==> src/rtl/d_debounce_edge.sv <==
// rtl/d_debounce_edge.sv - debounce filter with rise/fall pulses and rising-edge event counter
//
// Purpose:
//   Filters the registered q of the upstream D flip-flop stage into a
//   glitch-free level. A new level is accepted only after STABLE_CYCLES
//   consecutive equal samples. Each acceptance produces a one-cycle rise or
//   fall pulse, and accepted rising edges are counted modulo 2**EVT_W.
//
// Optional feature (macro SYNC_STAGE_EN):
//   When defined, i_d_in is passed through a 2-flop synchronizer (reset to 0)
//   before the FSM, adding 2 cycles to every latency. When undefined, i_d_in
//   feeds the FSM directly and must already be synchronous to i_clk.
//
// Ports:
//   i_clk        in   1      rising-edge clock
//   i_reset      in   1      asynchronous reset, active-high
//   i_d_in       in   1      raw input from the D flip-flop q
//   i_cnt_clr    in   1      synchronous clear of o_evt_count
//   o_level      out  1      debounced level (registered)
//   o_rise       out  1      one-cycle pulse when level goes 0->1 (registered)
//   o_fall       out  1      one-cycle pulse when level goes 1->0 (registered)
//   o_evt_count  out  EVT_W  accepted rising edges, modulo 2**EVT_W (registered)
//
// Parameters:
//   STABLE_CYCLES  consecutive equal samples to accept a new level (>= 2)
//   CNT_W          stability counter width, 2**CNT_W > STABLE_CYCLES
//   EVT_W          event counter width

module d_debounce_edge #(
  parameter int STABLE_CYCLES = 4,
  parameter int CNT_W         = 3,
  parameter int EVT_W         = 8
) (
  input  logic             i_clk,
  input  logic             i_reset,
  input  logic             i_d_in,
  input  logic             i_cnt_clr,
  output logic             o_level,
  output logic             o_rise,
  output logic             o_fall,
  output logic [EVT_W-1:0] o_evt_count
);

  typedef enum logic [1:0] {
    LOW_STABLE  = 2'b00,
    CHECK_HIGH  = 2'b01,
    HIGH_STABLE = 2'b10,
    CHECK_LOW   = 2'b11
  } state_t;

  // Counter value seen on the edge that completes the stability window.
  localparam logic [CNT_W-1:0] LP_CNT_LAST = CNT_W'(STABLE_CYCLES - 1);
  localparam logic [CNT_W-1:0] LP_CNT_ONE  = CNT_W'(1);

  // ---------------------------------------------------------------------------
  // Input sampling
  // ---------------------------------------------------------------------------
  logic w_s;

`ifdef SYNC_STAGE_EN
  logic r_sync1;
  logic r_sync2;

  always_ff @(posedge i_clk or posedge i_reset) begin
    if (i_reset) begin
      r_sync1 <= 1'b0;
      r_sync2 <= 1'b0;
    end else begin
      r_sync1 <= i_d_in;
      r_sync2 <= r_sync1;
    end
  end

  assign w_s = r_sync2;
`else
  assign w_s = i_d_in;
`endif

  // ---------------------------------------------------------------------------
  // State and output registers
  // ---------------------------------------------------------------------------
  state_t             r_state;
  logic [CNT_W-1:0]   r_stab_cnt;
  logic               r_level;
  logic               r_rise;
  logic               r_fall;
  logic [EVT_W-1:0]   r_evt_count;

  state_t             w_state_nxt;
  logic [CNT_W-1:0]   w_stab_cnt_nxt;
  logic               w_level_nxt;
  logic               w_rise_nxt;
  logic               w_fall_nxt;
  logic [EVT_W-1:0]   w_evt_count_nxt;

  always_ff @(posedge i_clk or posedge i_reset) begin
    if (i_reset) begin
      r_state     <= LOW_STABLE;
      r_stab_cnt  <= '0;
      r_level     <= 1'b0;
      r_rise      <= 1'b0;
      r_fall      <= 1'b0;
      r_evt_count <= '0;
    end else begin
      r_state     <= w_state_nxt;
      r_stab_cnt  <= w_stab_cnt_nxt;
      r_level     <= w_level_nxt;
      r_rise      <= w_rise_nxt;
      r_fall      <= w_fall_nxt;
      r_evt_count <= w_evt_count_nxt;
    end
  end

  // ---------------------------------------------------------------------------
  // Next-state / next-output logic
  // ---------------------------------------------------------------------------
  always_comb begin
    w_state_nxt    = r_state;
    w_stab_cnt_nxt = r_stab_cnt;
    w_level_nxt    = r_level;
    w_rise_nxt     = 1'b0;
    w_fall_nxt     = 1'b0;

    case (r_state)
      LOW_STABLE: begin
        w_level_nxt = 1'b0;
        if (w_s) begin
          // The edge that first sees the new value is sample 1 of the window.
          w_state_nxt    = CHECK_HIGH;
          w_stab_cnt_nxt = LP_CNT_ONE;
        end
      end

      CHECK_HIGH: begin
        if (!w_s) begin
          // Glitch rejected: back to the old level without any pulse.
          w_state_nxt    = LOW_STABLE;
          w_stab_cnt_nxt = '0;
        end else if (r_stab_cnt == LP_CNT_LAST) begin
          w_state_nxt    = HIGH_STABLE;
          w_stab_cnt_nxt = '0;
          w_level_nxt    = 1'b1;
          w_rise_nxt     = 1'b1;
        end else begin
          w_stab_cnt_nxt = r_stab_cnt + LP_CNT_ONE;
        end
      end

      HIGH_STABLE: begin
        w_level_nxt = 1'b1;
        if (!w_s) begin
          w_state_nxt    = CHECK_LOW;
          w_stab_cnt_nxt = LP_CNT_ONE;
        end
      end

      CHECK_LOW: begin
        if (w_s) begin
          w_state_nxt    = HIGH_STABLE;
          w_stab_cnt_nxt = '0;
        end else if (r_stab_cnt == LP_CNT_LAST) begin
          w_state_nxt    = LOW_STABLE;
          w_stab_cnt_nxt = '0;
          w_level_nxt    = 1'b0;
          w_fall_nxt     = 1'b1;
        end else begin
          w_stab_cnt_nxt = r_stab_cnt + LP_CNT_ONE;
        end
      end

      default: begin
        // Any corrupted encoding restarts from a known low level.
        w_state_nxt    = LOW_STABLE;
        w_stab_cnt_nxt = '0;
        w_level_nxt    = 1'b0;
      end
    endcase
  end

  // Clear takes effect before the count, so clear + accepted rise yields 1.
  always_comb begin
    w_evt_count_nxt = (i_cnt_clr ? '0 : r_evt_count) + EVT_W'(w_rise_nxt);
  end

  assign o_level     = r_level;
  assign o_rise      = r_rise;
  assign o_fall      = r_fall;
  assign o_evt_count = r_evt_count;

endmodule

==> config.mk <==
export PLATFORM = sky130hd
export DESIGN_NAME = d_debounce_edge
export DESIGN_NICKNAME = d
export VERILOG_FILES = /design/src/rtl/d_debounce_edge.sv
export SDC_FILE = /design/constraint.sdc
export NUM_CORES = 1
export LEC_CHECK = 0
export ABC_AREA = 1
export BUFFER_PORTS_ARGS = -buffer_cell sky130_fd_sc_hd__buf_2
export CORE_MARGIN = 2
export CORE_UTILIZATION = 53
export CTS_CLUSTER_SIZE = 12
export DETAILED_ROUTE_END_ITERATION = 16
export PLACE_DENSITY = 0.81
export SLEW_MARGIN = 20
export SYNTH_ARGS = -nofsm -noshare
export SYNTH_HDL_FRONTEND = slang
export SYNTH_SLANG_ARGS = --single-unit
export TNS_END_PERCENT = 20
==> constraint.sdc <==
create_clock -name i_clk -period 2.2 [get_ports i_clk]
set_clock_uncertainty 0.1 [all_clocks]
set_input_delay 0.44 -clock i_clk [delete_from_list [all_inputs] [get_ports i_clk]]
set_output_delay 0.44 -clock i_clk [all_outputs]
set_load 0.02 [all_outputs]
# [After elaboration in Yosys (flattened, before gate mapping)]
# Cells that the tools add are included.
[word_totals] reg_bits=16 input_bits=4 out_inout_bits=11
[op_classes] n_addsub=2 n_eq_ne=12 mux=24 reduce_logical=4
[op_table] op="$mux 3" n=5
[op_table] op="$mux 2" n=6
[op_table] op="$ne 2x2->1 const B" n=6
[op_table] op="$pmux 3 s4" n=1
[op_table] op="$mux 1" n=9
[op_table] op="$add 8x1->8" n=1
[op_table] op="$mux 8" n=1
[op_table] op="$pmux 2 s4" n=1
[op_table] op="$reduce_and 4->1" n=2
[op_table] op="$ne 3x3->1 const B" n=2
[op_table] op="$eq 2x2->1 const B" n=2
[op_table] op="$pmux 1 s4" n=1
[op_table] op="$add 3x1->3 const B" n=1
[op_table] op="$eq 3x2->1 const B" n=1
[op_table] op="$eq 2x1->1 const B" n=1
[op_table] op="$logic_not 2->1" n=1
[op_table] op="$reduce_and 2->1" n=1

# [Logic depth before layout (Yosys ltp)]
[logic_depth] word_depth=5 mapped_depth=10 ltp_nobuf=10

# [Worst setup path before layout]
# Ideal clock, no wire load.
[synth_timing] path_type="reg-to-reg" start="reg with a tool-made name" end="reg r_evt_count[6], in the netlist o_evt_count[6]" setup_ps=118 arrival_time_ps=1676 setup_slack_ps=306 stages_incl_launch_ff=11 path_cell_list="dfrtp_1 > inv_1 > ha_1 > nor3b_1 > ha_1 > ha_1 > nand2_1 > nor2_2 > nand3_1 > nand3_1 > nand2_1"
[synth_rtl] item="end signal, assigned" line="110" text="r_evt_count <= w_evt_count_nxt;"
[synth_rtl] item="end, declared" line="87" text="logic [EVT_W-1:0] r_evt_count;"

==> run summary <==
STATUS
------------------------------------------------------------------------------
Outcome ......................................................... complete, no violations

PLACEMENT
------------------------------------------------------------------------------
Number of buffer cells added on primary ports ...................           14
Routability congestion estimate .................................        0.789
Detailed Place HPWL .............................................      1200 um

CELLS AND AREA
------------------------------------------------------------------------------
Final-stage net count ...........................................          134
Synth-to-layout area growth .....................................        14.7%
Proportion of layout cells with a drive suffix above 1 ..........        27.0%
Utilization of the core after routing ...........................        66.6%
ANT cells .......................................................            0

POWER
------------------------------------------------------------------------------
Power density of the placed cells ...............................  937 nW/um^2
Logic pwr share .................................................        40.0%
Clock power frac ................................................        20.4%
Power dissipated by switching net loads .........................   0.000371 W
Share of power burned in registers ..............................        39.6%
Largest vdd supply drop .........................................     0.541 mV
Leakage .........................................................     0.549 nW
Int Pwr .........................................................   0.000591 W
Switching part of the total power ...............................        38.5%

SYNTH
------------------------------------------------------------------------------
Synthesis Warnings ..............................................            0
Top post-synthesis cells by area ................................ sky130_fd_sc_hd__dfrtp_1 45%, sky130_fd_sc_hd__ha_1 9.8%, sky130_fd_sc_hd__nand2_1 9.2%, sky130_fd_sc_hd__nand3_1 5.0%, sky130_fd_sc_hd__nand2_4 5.0%
Post-synth top area share .......................................        44.7%
Area leader, netlist ............................................ sky130_fd_sc_hd__dfrtp_1
Number of flops mapped to enable cells by yosys .................            0
Async set or reset register ratio after synthesis ...............         100%
Number of different library cells in the post-synthesis netlist .           21
Syn Area/Cell ...................................................   8.61 sq um
Synth Cell Area .................................................    896 sq um
Primary flip-flop cell chosen by synthesis mapping .............. sky130_fd_sc_hd__dfrtp_1
Post-synth net total ............................................          115
Post-synthesis cell count .......................................          104
Sequential-to-total area share from yosys stat ..................        44.7%
Post-synthesis sequential element count .........................           16
Synth cell count leaders ........................................ 22 x sky130_fd_sc_hd__nand2_1, 16 x sky130_fd_sc_hd__dfrtp_1, 11 x sky130_fd_sc_hd__inv_1, 11 x sky130_fd_sc_hd__nor2_1, 9 x sky130_fd_sc_hd__nand3_1
Most used standard cell by instance count after synthesis ....... sky130_fd_sc_hd__nand2_1

SETUP PATH
------------------------------------------------------------------------------
Category of the worst setup path launch point ...................         flop
Endpoint type of the worst setup path ...........................         flop
Critical Path RT ................................................      2.29 ns
CP max FO .......................................................            5
Path type of the worst setup path ...............................   reg -> reg
Signal arrival time at the worst endpoint .......................      2.07 ns

DETAILED ROUTING
------------------------------------------------------------------------------
Vias after detailed routing .....................................          725
Final wirelength ................................................      1550 um
Starting DRC count in detailed routing ..........................           12
DRC violation count after routing ...............................            0
Detailed-route vias per instance ................................         5.25
Number of detailed-routing iterations run before antenna repair .            4
Detail Route Antenna Nets .......................................            0
Routed len/inst .................................................      11.2 um

STA
------------------------------------------------------------------------------
Slew at the pin with the worst max-slew slack ...................     0.603 ns
Time the final worst path needs with I/O delays and setup .......      1.98 ns
Hold Violations, Final ..........................................            0
Final total negative setup slack ................................         0 ns
Unrepaired setup endpoints after global routing .................           no
Setup-violating endpoint count in the final report ..............            0
Relative slew slack .............................................        59.7%
Share of the clock period used by the worst path ................        89.8%
Max Slew Vio Count ..............................................            0
Fmax achieved ...................................................      506 MHz

HOLD PATH
------------------------------------------------------------------------------
Worst min-delay path category ...................................  in -> async

CLOCK NETWORK
------------------------------------------------------------------------------
Clock transition at the registers of the reported paths .........      0.10 ns
Maximum clock insertion buffer count ............................            2
Clock tree root driver cell ..................................... sky130_fd_sc_hd__clkbuf_4
Clock tree from TritonCTS .......................................        built
CTS H-tree depth ................................................            1
Clock Sink Count ................................................           16
Setup fix buffers added after clock tree synthesis ..............            0
Clock Latency Late Sink .........................................      0.29 ns
Hold-fix buffer count after cts .................................            0
Inserted Clock Buffers ..........................................            3

GLOBAL ROUTING
------------------------------------------------------------------------------
First-pass GRT wire length ......................................      2860 um
Via count of the first global-routing pass ......................          706
Remaining global-route overflow .................................            0
Global-route usage over all layers ..............................        20.0%
Antenna violations before repair ................................            0
Largest net degree at the start of global routing ...............           17

FLOORPLAN
------------------------------------------------------------------------------
Standard-cell row count .........................................           14
Die Width .......................................................      45.1 um
Core box area ...................................................   1540 sq um
Die area ........................................................   2040 sq um
IO Count ........................................................           15
Die outline height ..............................................      45.1 um
Effective utilization at floorplan ..............................        58.1%

RUN
------------------------------------------------------------------------------
Max-cap viol count ..............................................            0

-- layer usage --
| layer | up-vias | track usage (%) | share of wire, % |
|---|---|---|---|
| li1 | 366 | - | - |
| met1 | 337 | 24.2 | 46 |
| met2 | 17 | 32.0 | 48 |
| met3 | 5 | 4.80 | 3.2 |
| met4 | 0 | 12.4 | 2.3 |
| met5 | - | 0 | 0 |
-- cells by family after synthesis --
| family | share of synthesized area, % |
|---|---|
| compound gates | 5.73 |
| xor+xnor | 1.96 |
| simple gates | 31.7 |
| flops | 44.7 |
| fa+ha+maj | 9.78 |
| buf+inv | 6.15 |
-- cell usage in the layout (no fill, tap or decap), drive strengths merged --
cell | Yosys | layout
dfrtp | 16 | 16
inv | 14 | 14
xnor2 | 2 | 2
nor3b | 1 | 1
nand2 | 30 | 30
a21oi | 3 | 3
a21boi | 1 | 1
o21ai | 5 | 5
nand3b | 1 | 1
ha | 7 | 7
nand4 | 2 | 2
nor2 | 13 | 13
clkbuf | 0 | 4
buf | 0 | 14
nand3 | 9 | 9
-- final cells by class --
type | count | area, sq um
repair buffers | 14 | 70.1
inverters | 14 | 55.1
multi-input cells | 74 | 445
clock buffers | 4 | 36.3
flip-flops and latches | 16 | 400
fillers | 126 | 514
well taps | 16 | 20.0
-- worst max-delay path, stage by stage (launching register included) --
cell and delay (ns):
sky130_fd_sc_hd__dfrtp_1 0.42, sky130_fd_sc_hd__inv_1 0.09, sky130_fd_sc_hd__ha_1 0.22, sky130_fd_sc_hd__nor3b_2 0.21
sky130_fd_sc_hd__ha_1 0.20, sky130_fd_sc_hd__ha_1 0.20, sky130_fd_sc_hd__nand2_1 0.08, sky130_fd_sc_hd__nor2_2 0.16
sky130_fd_sc_hd__nand3_1 0.08, sky130_fd_sc_hd__nand3_1 0.07, sky130_fd_sc_hd__nand2_1 0.05
-- sequential cells by signal, summed over array words and instances (netlist names), named ones only --
name,flops
o_evt_count,8
r_state,1
o_level,1
o_rise,1
o_fall,1
r_stab_cnt,3
-- power groups by stage --
stage / sequential (W) / clock (W) / combinational [W]
6_report: 0.000381 / 0.000196 / 0.000385
5_1_grt: 0.000391 / 0.000217 / 0.000440
3_5_place_dp: 0.000387 / 0 / 0.000388
4_1_cts: 0.000381 / 0.000197 / 0.000389
2_1_floorplan: 0.000397 / 0 / 0.000297
3_3_place_gp: 0.000385 / 0 / 0.000380
-- repair_timing --
action                                 4_1_cts  5_1_grt
endpoints found under the hold margin        0        0
setup endpoints to repair                    0        2
resized for setup                            0        1
-- per-stage QoR --
step / total power, W / cells / setup slack [ns] / cell area (sq um) / hold slack, ns
floorplan: 0.000694 / 104 / 0.306 / 896 / 0.254
global placement: 0.000765 / 134 / 0.245 / 986 / 0.354
detailed placement: 0.000775 / 134 / 0.145 / 986 / 0.362
CTS: 0.000966 / 138 / 0.119 / 1020 / 0.123
global route: 0.00105 / 138 / 0.000970 / 1030 / 0.150
finish: 0.000962 / 138 / 0.224 / 1030 / 0.0979
-- path summary, 6_finish.rpt --
kind	startpoint	endpoint	slack [ns]	depth (start not counted)
min	i_reset	o_level$_DFFE_PP0P_	0.1	2
max	flop	o_evt_count[6]$_DFF_PP0_	0.22	10
min in group i_clk	i_d_in	flop	0.37	3
min reg2reg	o_level$_DFFE_PP0P_	o_level$_DFFE_PP0P_	0.38	2
max in group asynchronous	i_reset	o_evt_count[1]$_DFF_PP0_	1.50	2
max reg2reg	flop	o_evt_count[6]$_DFF_PP0_	0.22	10
(Power assumes the default switching activity.)
